File: src/rtl/fe_redirect_ctrl_pkg.sv
// fe_redirect_ctrl_pkg: shared fetch-control encodings and controller states
package fe_redirect_ctrl_pkg;
  localparam logic [1:0] JT_SEQ = 2'b00;
  localparam logic [1:0] JT_REG = 2'b01;
  localparam logic [1:0] JT_IMM = 2'b10;
  localparam logic [1:0] JT_INT = 2'b11;
  localparam logic [1:0] CTR_RUN = 2'b00;
  localparam logic [1:0] CTR_HOLD = 2'b10;
  typedef enum logic [1:0] {RUN, DRAIN, TAKE} state_t;
endpackage

File: src/rtl/fe_redirect_ctrl_if.sv
// fe_redirect_ctrl_if: redirect/stall/interrupt sources in, fetch-control decisions out
interface fe_redirect_ctrl_if;
  logic stall_req;
  logic jr_valid;
  logic [31:0] jr_target;
  logic ji_valid;
  logic [31:0] ji_target;
  logic eret_valid;
  logic irq;
  logic [31:0] pc_cur;
  logic [1:0] ctr;
  logic [1:0] jmp_type;
  logic [31:0] jmp_r;
  logic [31:0] jmp_i;
  logic flush_id;
  logic flush_ex;
  logic int_ack;
  logic [31:0] epc;
  logic ie;
  modport master (
    output stall_req, jr_valid, jr_target, ji_valid, ji_target, eret_valid, irq, pc_cur,
    input ctr, jmp_type, jmp_r, jmp_i, flush_id, flush_ex, int_ack, epc, ie
  );
  modport slave (
    input stall_req, jr_valid, jr_target, ji_valid, ji_target, eret_valid, irq, pc_cur,
    output ctr, jmp_type, jmp_r, jmp_i, flush_id, flush_ex, int_ack, epc, ie
  );
endinterface

File: src/rtl/fe_redirect_ctrl.sv
// fe_redirect_ctrl: arbitrates redirects, stalls and interrupts into fetch-PC control
module fe_redirect_ctrl
  import fe_redirect_ctrl_pkg::*;
#(
  parameter int DRAIN_CYCLES = 2
) (
  input logic clk,
  input logic rst,
  fe_redirect_ctrl_if.slave bus
);
  localparam int CW = $clog2(DRAIN_CYCLES + 1);
  localparam logic [CW-1:0] RELOAD = CW'(DRAIN_CYCLES - 1);
  state_t state, state_nxt;
  logic [CW-1:0] cnt, cnt_nxt;
  logic [31:0] epc, epc_nxt, tgt;
  logic ie, ie_nxt, redir, take;
  assign redir = bus.eret_valid | bus.jr_valid | bus.ji_valid;
  assign take = state == TAKE;
  assign tgt = bus.eret_valid ? epc : bus.jr_valid ? bus.jr_target : bus.ji_target;
  always_ff @(posedge clk or negedge rst) begin
    if (!rst) begin
      state <= RUN;
      cnt <= '0;
      epc <= '0;
      ie <= 1'b1;
    end else begin
      state <= state_nxt;
      cnt <= cnt_nxt;
      epc <= epc_nxt;
      ie <= ie_nxt;
    end
  end
  always_comb begin
    state_nxt = state;
    cnt_nxt = cnt;
    epc_nxt = epc;
    ie_nxt = bus.eret_valid ? 1'b1 : ie;
    case (state)
      RUN: if (!redir && bus.irq && ie) begin
        state_nxt = DRAIN;
        cnt_nxt = RELOAD;
      end
      DRAIN: begin
        if (bus.eret_valid) state_nxt = RUN;
        else if (redir) cnt_nxt = RELOAD;
        else if (cnt == '0) state_nxt = TAKE;
        else cnt_nxt = cnt - 1'b1;
      end
      TAKE: begin
        // a redirect wins this cycle; its target becomes the return point and the vector follows
        if (redir) epc_nxt = tgt;
        else begin
          state_nxt = RUN;
          epc_nxt = bus.pc_cur;
          ie_nxt = 1'b0;
        end
      end
      default: state_nxt = RUN;
    endcase
  end
  always_comb begin
    bus.jmp_type = (bus.eret_valid || bus.jr_valid) ? JT_REG : bus.ji_valid ? JT_IMM : take ? JT_INT : JT_SEQ;
    bus.jmp_r = bus.eret_valid ? epc : bus.jr_target;
    bus.jmp_i = bus.ji_target;
    bus.flush_id = redir | take;
    bus.flush_ex = take & ~redir;
    bus.int_ack = take & ~redir;
    bus.ctr = redir ? CTR_RUN : state == DRAIN ? CTR_HOLD : take ? CTR_RUN :
              ((bus.irq && ie) || bus.stall_req) ? CTR_HOLD : CTR_RUN;
    bus.epc = epc;
    bus.ie = ie;
  end
endmodule

File: src/flat_wrapper.sv
// flat-port wrapper written by rule: the top's interface ports become plain ports
module fe_redirect_ctrl_flat import fe_redirect_ctrl_pkg::*;
#(
  parameter int DRAIN_CYCLES = 2
)
  (clk, rst, bus_stall_req, bus_jr_valid, bus_jr_target, bus_ji_valid, bus_ji_target, bus_eret_valid, bus_irq, bus_pc_cur, bus_ctr, bus_jmp_type, bus_jmp_r, bus_jmp_i, bus_flush_id, bus_flush_ex, bus_int_ack, bus_epc, bus_ie);
  fe_redirect_ctrl_if bus_i ();
  input logic clk;
  input logic rst;
  input wire logic [$bits(bus_i.stall_req)-1:0] bus_stall_req;
  input wire logic [$bits(bus_i.jr_valid)-1:0] bus_jr_valid;
  input wire logic [$bits(bus_i.jr_target)-1:0] bus_jr_target;
  input wire logic [$bits(bus_i.ji_valid)-1:0] bus_ji_valid;
  input wire logic [$bits(bus_i.ji_target)-1:0] bus_ji_target;
  input wire logic [$bits(bus_i.eret_valid)-1:0] bus_eret_valid;
  input wire logic [$bits(bus_i.irq)-1:0] bus_irq;
  input wire logic [$bits(bus_i.pc_cur)-1:0] bus_pc_cur;
  output wire logic [$bits(bus_i.ctr)-1:0] bus_ctr;
  output wire logic [$bits(bus_i.jmp_type)-1:0] bus_jmp_type;
  output wire logic [$bits(bus_i.jmp_r)-1:0] bus_jmp_r;
  output wire logic [$bits(bus_i.jmp_i)-1:0] bus_jmp_i;
  output wire logic [$bits(bus_i.flush_id)-1:0] bus_flush_id;
  output wire logic [$bits(bus_i.flush_ex)-1:0] bus_flush_ex;
  output wire logic [$bits(bus_i.int_ack)-1:0] bus_int_ack;
  output wire logic [$bits(bus_i.epc)-1:0] bus_epc;
  output wire logic [$bits(bus_i.ie)-1:0] bus_ie;
  assign bus_i.stall_req = bus_stall_req;
  assign bus_i.jr_valid = bus_jr_valid;
  assign bus_i.jr_target = bus_jr_target;
  assign bus_i.ji_valid = bus_ji_valid;
  assign bus_i.ji_target = bus_ji_target;
  assign bus_i.eret_valid = bus_eret_valid;
  assign bus_i.irq = bus_irq;
  assign bus_i.pc_cur = bus_pc_cur;
  assign bus_ctr = bus_i.ctr;
  assign bus_jmp_type = bus_i.jmp_type;
  assign bus_jmp_r = bus_i.jmp_r;
  assign bus_jmp_i = bus_i.jmp_i;
  assign bus_flush_id = bus_i.flush_id;
  assign bus_flush_ex = bus_i.flush_ex;
  assign bus_int_ack = bus_i.int_ack;
  assign bus_epc = bus_i.epc;
  assign bus_ie = bus_i.ie;
  fe_redirect_ctrl #(.DRAIN_CYCLES(DRAIN_CYCLES)) u_core (.clk(clk), .rst(rst), .bus(bus_i));
endmodule
File: config.mk
export PLATFORM = sky130hd
export DESIGN_NAME = fe_redirect_ctrl_flat
export DESIGN_NICKNAME = d
export VERILOG_FILES = /design/src/rtl/fe_redirect_ctrl_pkg.sv /design/src/rtl/fe_redirect_ctrl_if.sv /design/src/rtl/fe_redirect_ctrl.sv /design/src/flat_wrapper.sv
export SDC_FILE = /design/constraint.sdc
export NUM_CORES = 1
export LEC_CHECK = 0
export CORE_ASPECT_RATIO = 1.4
export CORE_MARGIN = 3
export CORE_UTILIZATION = 35
export CTS_CLUSTER_SIZE = 20
export DETAILED_ROUTE_END_ITERATION = 8
export PLACE_DENSITY = 0.82
export SYNTH_ARGS = -nofsm -noshare
export SYNTH_HDL_FRONTEND = slang
export SYNTH_SLANG_ARGS = --single-unit
File: constraint.sdc
create_clock -name clk -period 1.7 [get_ports clk]
set_input_delay 0.255 -clock clk [delete_from_list [all_inputs] [get_ports clk]]
set_output_delay 0.255 -clock clk [all_outputs]
set_load 0.05 [all_outputs]
==> flow_summary_export.csv, run 1 <==
group,metric,value,unit
outcome,outcome,"complete, no violations",
clock_network,cts_buffer_depth,2,
flow_run,drv_cap,0,
sta,rsz0062_at_grt,"yes",
power,p_int,3190,uW
clock_network,cts_tree,"built",
route,dr.pass1.iters,4,
clock_network,post_cts_buffers,0,
die,ios,207,
yosys,async_flop_share,100,%
yosys,synth_edf_count,0,
global_route,antenna_found_initial,0,
route,wl_met2,5200,um
setup_path,path_class,"flop to output pin",
finish,stdcell_count,591,
clock_network,htree_levels,2,
route,dr.max_layer_used,"met4",
global_route,grt_pass1_vias,3038,
sta,setup_viol,0,
yosys,synth_top_cell_area_share,32.3,%
yosys,syn-num-nets,423,
power,cellLeakagePower,0.00235,uW
setup_path,crit_fanout,2,
power,power.switching,3710,uW
yosys,synth_cell_type_count,29,
clock_network,cts.sinks,37,
yosys,netlist_top_cells_area,"dfrtp_1, mux2_2, mux2i_1, buf_4, a21oi_1",
sta,clock.fmax,0.596,GHz
yosys,synth_top_family_by_area,"multiplexers",
die,dieArea,0.00908,mm^2
route,drt_iter0_markers,74,
sta,report.final.slew_viol_count,0,
yosys,yosys_most_used_dff,"dfrtp_1",
sta,fin_ws,0.0229,ns
sta,finalCritPeriodShare,98.7,%
finish,nets,597,
power,switching_share,53.7,%
route,met3_length,789,um
yosys,synthMuxAreaShare,24.8,%
die,core_area,0.00755,mm^2
setup_path,rr_startpoint,"u_core.state[1]",
route,wl,9310,um
route,viasPerCell,4.84,
route,vias,2862,
clock_network,clkLatencyLatePin,0.28,ns
setup_path,cp-startpoint,"u_core.bus.ie",
placement,globalplace.congestion,0.803,
setup_path,crit_path_end,"bus_ctr[1]",
sta,finalHoldViolCount,0,
yosys,synthSimpleGateAreaFrac,12.8,%
yosys,synthesis.area,0.00279,mm^2
sta,fin_crit,1.68,ns
sta,fin_tns_setup,0,ns
yosys,yosysTopAreaCell,"dfrtp_1",
placement,placed_cells,582,
die,start_util,36.9,%
die,rows,37,
clock_network,clk_pin_slew,0.07,ns
global_route,grt_pass1_wl,14700,um
clock_network,cts_buffers,5,
hold_path,min_path_type,"input pin to flop",
yosys,yosys_warnings,0,
finish,area.growth.synth_to_final,80.8,%
power,clkPwrFrac,9.6,%
die,chipWidth,81.4,um
finish,drive_gt1_share,35.8,%
setup_path,r2r_setup_slack,0.14,ns
setup_path,worstPathRequired,1.44,ns
yosys,synth_seq_area_share,33.3,%
power,p_seq_share,23.3,%
yosys,synth_area_per_cell,8.73,um^2
setup_path,r2r_end,"u_core.cnt[1]",
route,drc,0,
yosys,synthCells,319,
route,ant_nets,0,
power,pwr-share-comb,67.1,%
placement,preCtsSetupSlack,-0.154,ns
setup_path,r2r_cells,4,
power,power_density,1370,mW/mm^2
clock_network,root_buffer,"clkbuf_8",
placement,hpwlAfterDp,7710,um
global_route,grtUsageTotal,20.3,%
global_route,overflow,0,
route,detail_route.wl_per_cell,15.8,um
setup_path,start_kind,"flop",
yosys,synth-xor-area-share,0,%
power,vdd_drop_max,0.000780,V
placement,io_buffers,205,
setup_path,crit_path_end_kind,"output pin",
sta,skew,0.00860,ns
global_route,grt_max_degree,37,
die,die_height,112,um
yosys,synth_fa_ha_area_share,0.809,%
sta,hold_slack,0.452,ns
finish,diodes,0,
yosys,synth_seq_cells,37,
setup_path,crit_arrival,1.42,ns
route,wirelength_met1,3170,um
yosys,synth_compound_area_share,13.6,%
-- cell usage after synthesis, types with 2 or more instances --
cell type	count
buf_2	14
inv_1	4
buf_4	41
dfrtp_1	36
nor3_1	2
mux2_2	32
a21oi_1	33
nand2_1	34
nand2b_4	2
nor2_1	40
mux2i_1	32
o21ai_1	32
-- worst min-delay path by stage --
stage | startpoint | to | slack, ns | cells past startpoint
3_3_place_gp | rst | u_core.cnt[0] | 0.23 | 1
2_1_floorplan | rst | u_core.bus.epc[0] | -0.04 | 0
6_report | bus_jr_valid | u_core.cnt[0] | 0.45 | 4
3_5_place_dp | rst | u_core.cnt[0] | 0.24 | 1
5_1_grt | bus_jr_valid | u_core.cnt[0] | 0.48 | 4
4_1_cts | bus_jr_valid | u_core.state[0] | 0.44 | 4
-- what timing repair did --
action                                  4_1_cts  5_1_grt
pin swaps                                     4        1
resized for setup                             8        1
hold buffers                                  1        0
hold endpoints to repair                     19        0
endpoints found under the setup margin        3        1
-- registers in the layout (all words and copies together) (netlist names) --
signal / cells
u_core.bus.ie: 1
u_core.bus.epc: 32
u_core.state: 2
u_core.cnt: 2
-- worst max-delay path, cell delays in order (launching register included) --
cell,delay [ns]
dfstp_2,0.54
a21oi_2,0.05
maj3_2,0.31
nor2_4,0.11
buf_12,0.14
-- through the flow --
| step | utilization (%) | cell area, um^2 | total power, uW |
|---|---|---|---|
| after floorplan | - | 2790 | 4630 |
| after global placement | 64.9 | 4900 | 6190 |
| after detailed placement | 64.9 | 4900 | 6280 |
| after CTS | 66.7 | 5030 | 6970 |
| after global routing | 66.7 | 5030 | 7240 |
| final | 66.7 | 5030 | 6900 |
-- routing by layer --
| metal | GRT usage (%) | up-vias |
|---|---|---|
| met5 | 0 | - |
| met4 | 5.64 | 0 |
| met3 | 4.85 | 14 |
| met2 | 39.0 | 136 |
| met1 | 21.0 | 1306 |
| li1 | - | 1406 |
-- cell families after synthesis --
family / Yosys count
compound gates: 71
fa+ha+maj: 2
buf+inv: 60
flops: 37
mux: 65
other cells: 1
simple gates: 83
-- cell usage in the layout, fill, tap and decap left out, types with 2 or more instances in the layout --
master,n
buf_6,2
nor3_1,2
mux2_2,32
buf_12,37
buf_2,3
a21oi_1,32
mux2i_1,32
clkbuf_8,7
nor2_4,2
o21ai_1,33
buf_4,81
inv_1,4
dfrtp_1,35
nor2_1,38
nand2b_4,2
nand2_1,33
clkdlybuf4s50_1,98
-- power groups by stage --
| stage | clock [uW] | sequential (uW) | combinational (uW) |
|---|---|---|---|
| final | 661 | 1610 | 4630 |
| after global routing | 728 | 1660 | 4850 |
| after CTS | 686 | 1610 | 4670 |
| after detailed placement | 0 | 1620 | 4660 |
| after global placement | 0 | 1600 | 4590 |
| after floorplan | 0 | 2840 | 1790 |
-- layout make-up --
type                       count  area [um^2]
clock buffer                   7         96.3
clock inverter                 1         5.00
fill                         600         2510
inverter                       4         15.0
multi-input combinational    222         1480
sequential                    37          928
tap                           97          121
timing repair buffer         223         2390
Note: power is estimated with default switching activity, not from simulation.
==> run 2: changes to the inputs <==
==> constraint.sdc (replaced) <==
create_clock -name clk -period 1.8 [get_ports clk]
set_input_delay 0.18 -clock clk [delete_from_list [all_inputs] [get_ports clk]]
set_output_delay 0.18 -clock clk [all_outputs]
set_load 0.05 [all_outputs]
==> run 2 against run 1 <==
Non-clock buffer count is 7 lower. Utilization down 5.6 points. Total power decreased by 5.8%. Largest power group unchanged. Die area unchanged. Combinational power fell by 6.0%. Clock skew is 0.0030 ns lower. Sequential cell count is the same.
==> flow_summary_export.csv, run 2 (synthesized netlist as in run 1, its figures left out) <==
group,metric,value,unit
placement,globalplace.congestion,0.788,
finish,nets,590,
global_route,grtUsageTotal,19.2,%
finish,drive_gt1_share,27.5,%
sta,fin_crit,1.73,ns
setup_path,path_class,"flop to output pin",
finish,stdcell_count,584,
clock_network,htree_levels,2,
sta,tightest_slew,0.531,ns
clock_network,cts_tree,"built",
power,vdd_drop_max,0.000837,V
die,die_height,112,um
route,detail_route.wl_per_cell,15.2,um
global_route,grt_pass1_wl,14000,um
setup_path,crit_buf_inv,1,
setup_path,slowest_delay,0.56,ns
placement,placed_cells,575,
global_route,grt_max_degree,39,
route,wl_met2,5040,um
clock_network,cts_buffer_depth,2,
sta,finalCritPeriodShare,96.1,%
setup_path,path_cells,"a21oi_1, maj3_1, nor2_2, buf_12",
power,power_density,1410,mW/mm^2
setup_path,start_kind,"flop",
finish,area.growth.synth_to_final,65.6,%
finish,largestRegisters,"u_core.bus.epc (32), u_core.cnt (2), u_core.state (2)",
sta,finalHoldViolCount,0,
global_route,grt_pass1_vias,3014,
finish,finalInstanceArea,0.00461,mm^2
die,rows,37,
finish,largest_reg_flops,32,
setup_path,cp-startpoint,"u_core.bus.ie",
clock_network,cts-resized-gates,0,
power,cellLeakagePower,0.00211,uW
route,met3_length,671,um
placement,hpwlAfterDp,7390,um
route,viasPerCell,4.82,
sta,max_slew_margin,64.5,%
sta,report.final.slew_viol_count,0,
sta,setup_viol,0,
setup_path,critical_path.top_delay_family,"flip-flops",
clock_network,clkLatencyLatePin,0.28,ns
route,wl,8860,um
setup_path,crit_path_end_kind,"output pin",
clock_network,root_buffer,"clkbuf_8",
route,dr.max_layer_used,"met4",
route,wirelength_met1,3070,um
hold_path,min_path_type,"input pin to asynchronous set/reset pin",
route,dr.pass1.iters,4,
die,dieArea,0.00908,mm^2
outcome,outcome,"complete, no violations",
placement,io_buffers,205,
finish,final_cell_mix,"clkdlybuf4s50_1, buf_4, nor2_1, dfrtp_1, nand2_1",
flow_run,drv_cap,0,
setup_path,crit_arrival,1.55,ns
clock_network,cts_buffers,5,
clock_network,cts.sinks,37,
route,vias,2816,
global_route,overflow,0,
route,drc,0,
placement,placed_area,0.00450,mm^2
route,drt_iter0_markers,60,
clock_network,clk_pin_slew,0.07,ns
setup_path,crit_fanout,4,
sta,skew,0.00555,ns
global_route,antenna_found_initial,0,
setup_path,worstPathRequired,1.62,ns
sta,clock.fmax,0.578,GHz
finish,final_common_cell,"clkdlybuf4s50_1",
setup_path,rr_startpoint,"u_core.state[1]",
route,ant_nets,0,
finish,top_register,"u_core.bus.epc",
die,start_util,36.9,%
sta,rsz0062_at_grt,"no",
die,chipWidth,81.4,um
setup_path,cpMaxStageDelayCell,"dfstp_2",
finish,diodes,0,
die,core_area,0.00755,mm^2
die,ios,207,
finish,fillers,693,
==> run 2: cell count changes in the layout (fill, tap and decap cells not counted), moves of 2 or more <==
cell / delta
buf_12: -34
clkdlybuf4s50_1: +33
buf_4: -3
nor2_2: +2
nor2_4: -2
buf_6: -2
==> run 2: what timing repair did <==
item / CTS / global route
setup endpoints to repair: 0 / 0
setup buffers: 0 / 0
hold endpoints to repair: 18 / 0
hold buffers: 1 / 0
==> run 2: metrics by stage <==
stage / setup WS [ns] / setup TNS [ns] / total power, uW / utilization [%] / hold slack (ns)
floorplan: 0.0285 / 0 / 4370 / - / -0.116
global placement: 0.0429 / 0 / 5840 / 59.6 / 0.148
detailed placement: -0.0710 / -0.0710 / 5920 / 59.6 / 0.145
CTS: 0.0420 / 0 / 6570 / 61.1 / 0.358
global route: 0.000758 / 0 / 6800 / 61.1 / 0.393
finish: 0.0697 / 0 / 6500 / 61.1 / 0.376
==> run 2: per-layer routing <==
| layer | GRT usage [%] | up-vias |
|---|---|---|
| met5 | 0 | - |
| li1 | - | 1392 |
| met1 | 19.4 | 1292 |
| met3 | 4.21 | 8 |
| met4 | 5.19 | 0 |
| met2 | 37.8 | 124 |
==> run 2: final timing paths <==
kind / end / slack [ns] / depth (start not counted)
setup / recovery: bus_ctr[1] / 0.07 / 4
hold / removal: u_core.bus.epc[23] / 0.38 / 2
setup reg to reg: u_core.cnt[1] / 0.19 / 4
hold reg to reg: u_core.bus.ie / 0.50 / 2
max in group asynchronous: u_core.state[1] / 0.81 / 3
min in group clk: u_core.state[0] / 0.38 / 3
==> run 2: area by class of cell <==
class	count	area [um^2]	area share, %
multi-input cells	222	1470	31.8
repair buffers	216	1980	43.0
well taps	97	121	2.63
flip-flops and latches	37	927	20.1
clock buffers	7	96.3	2.09
clock inverters	1	5.00	0.109
inverters	4	15.0	0.326
==> run 2: power breakdown <==
group,internal [uW],switching [uW]
registers,1200,326
logic,1490,2860
clock network,346,279
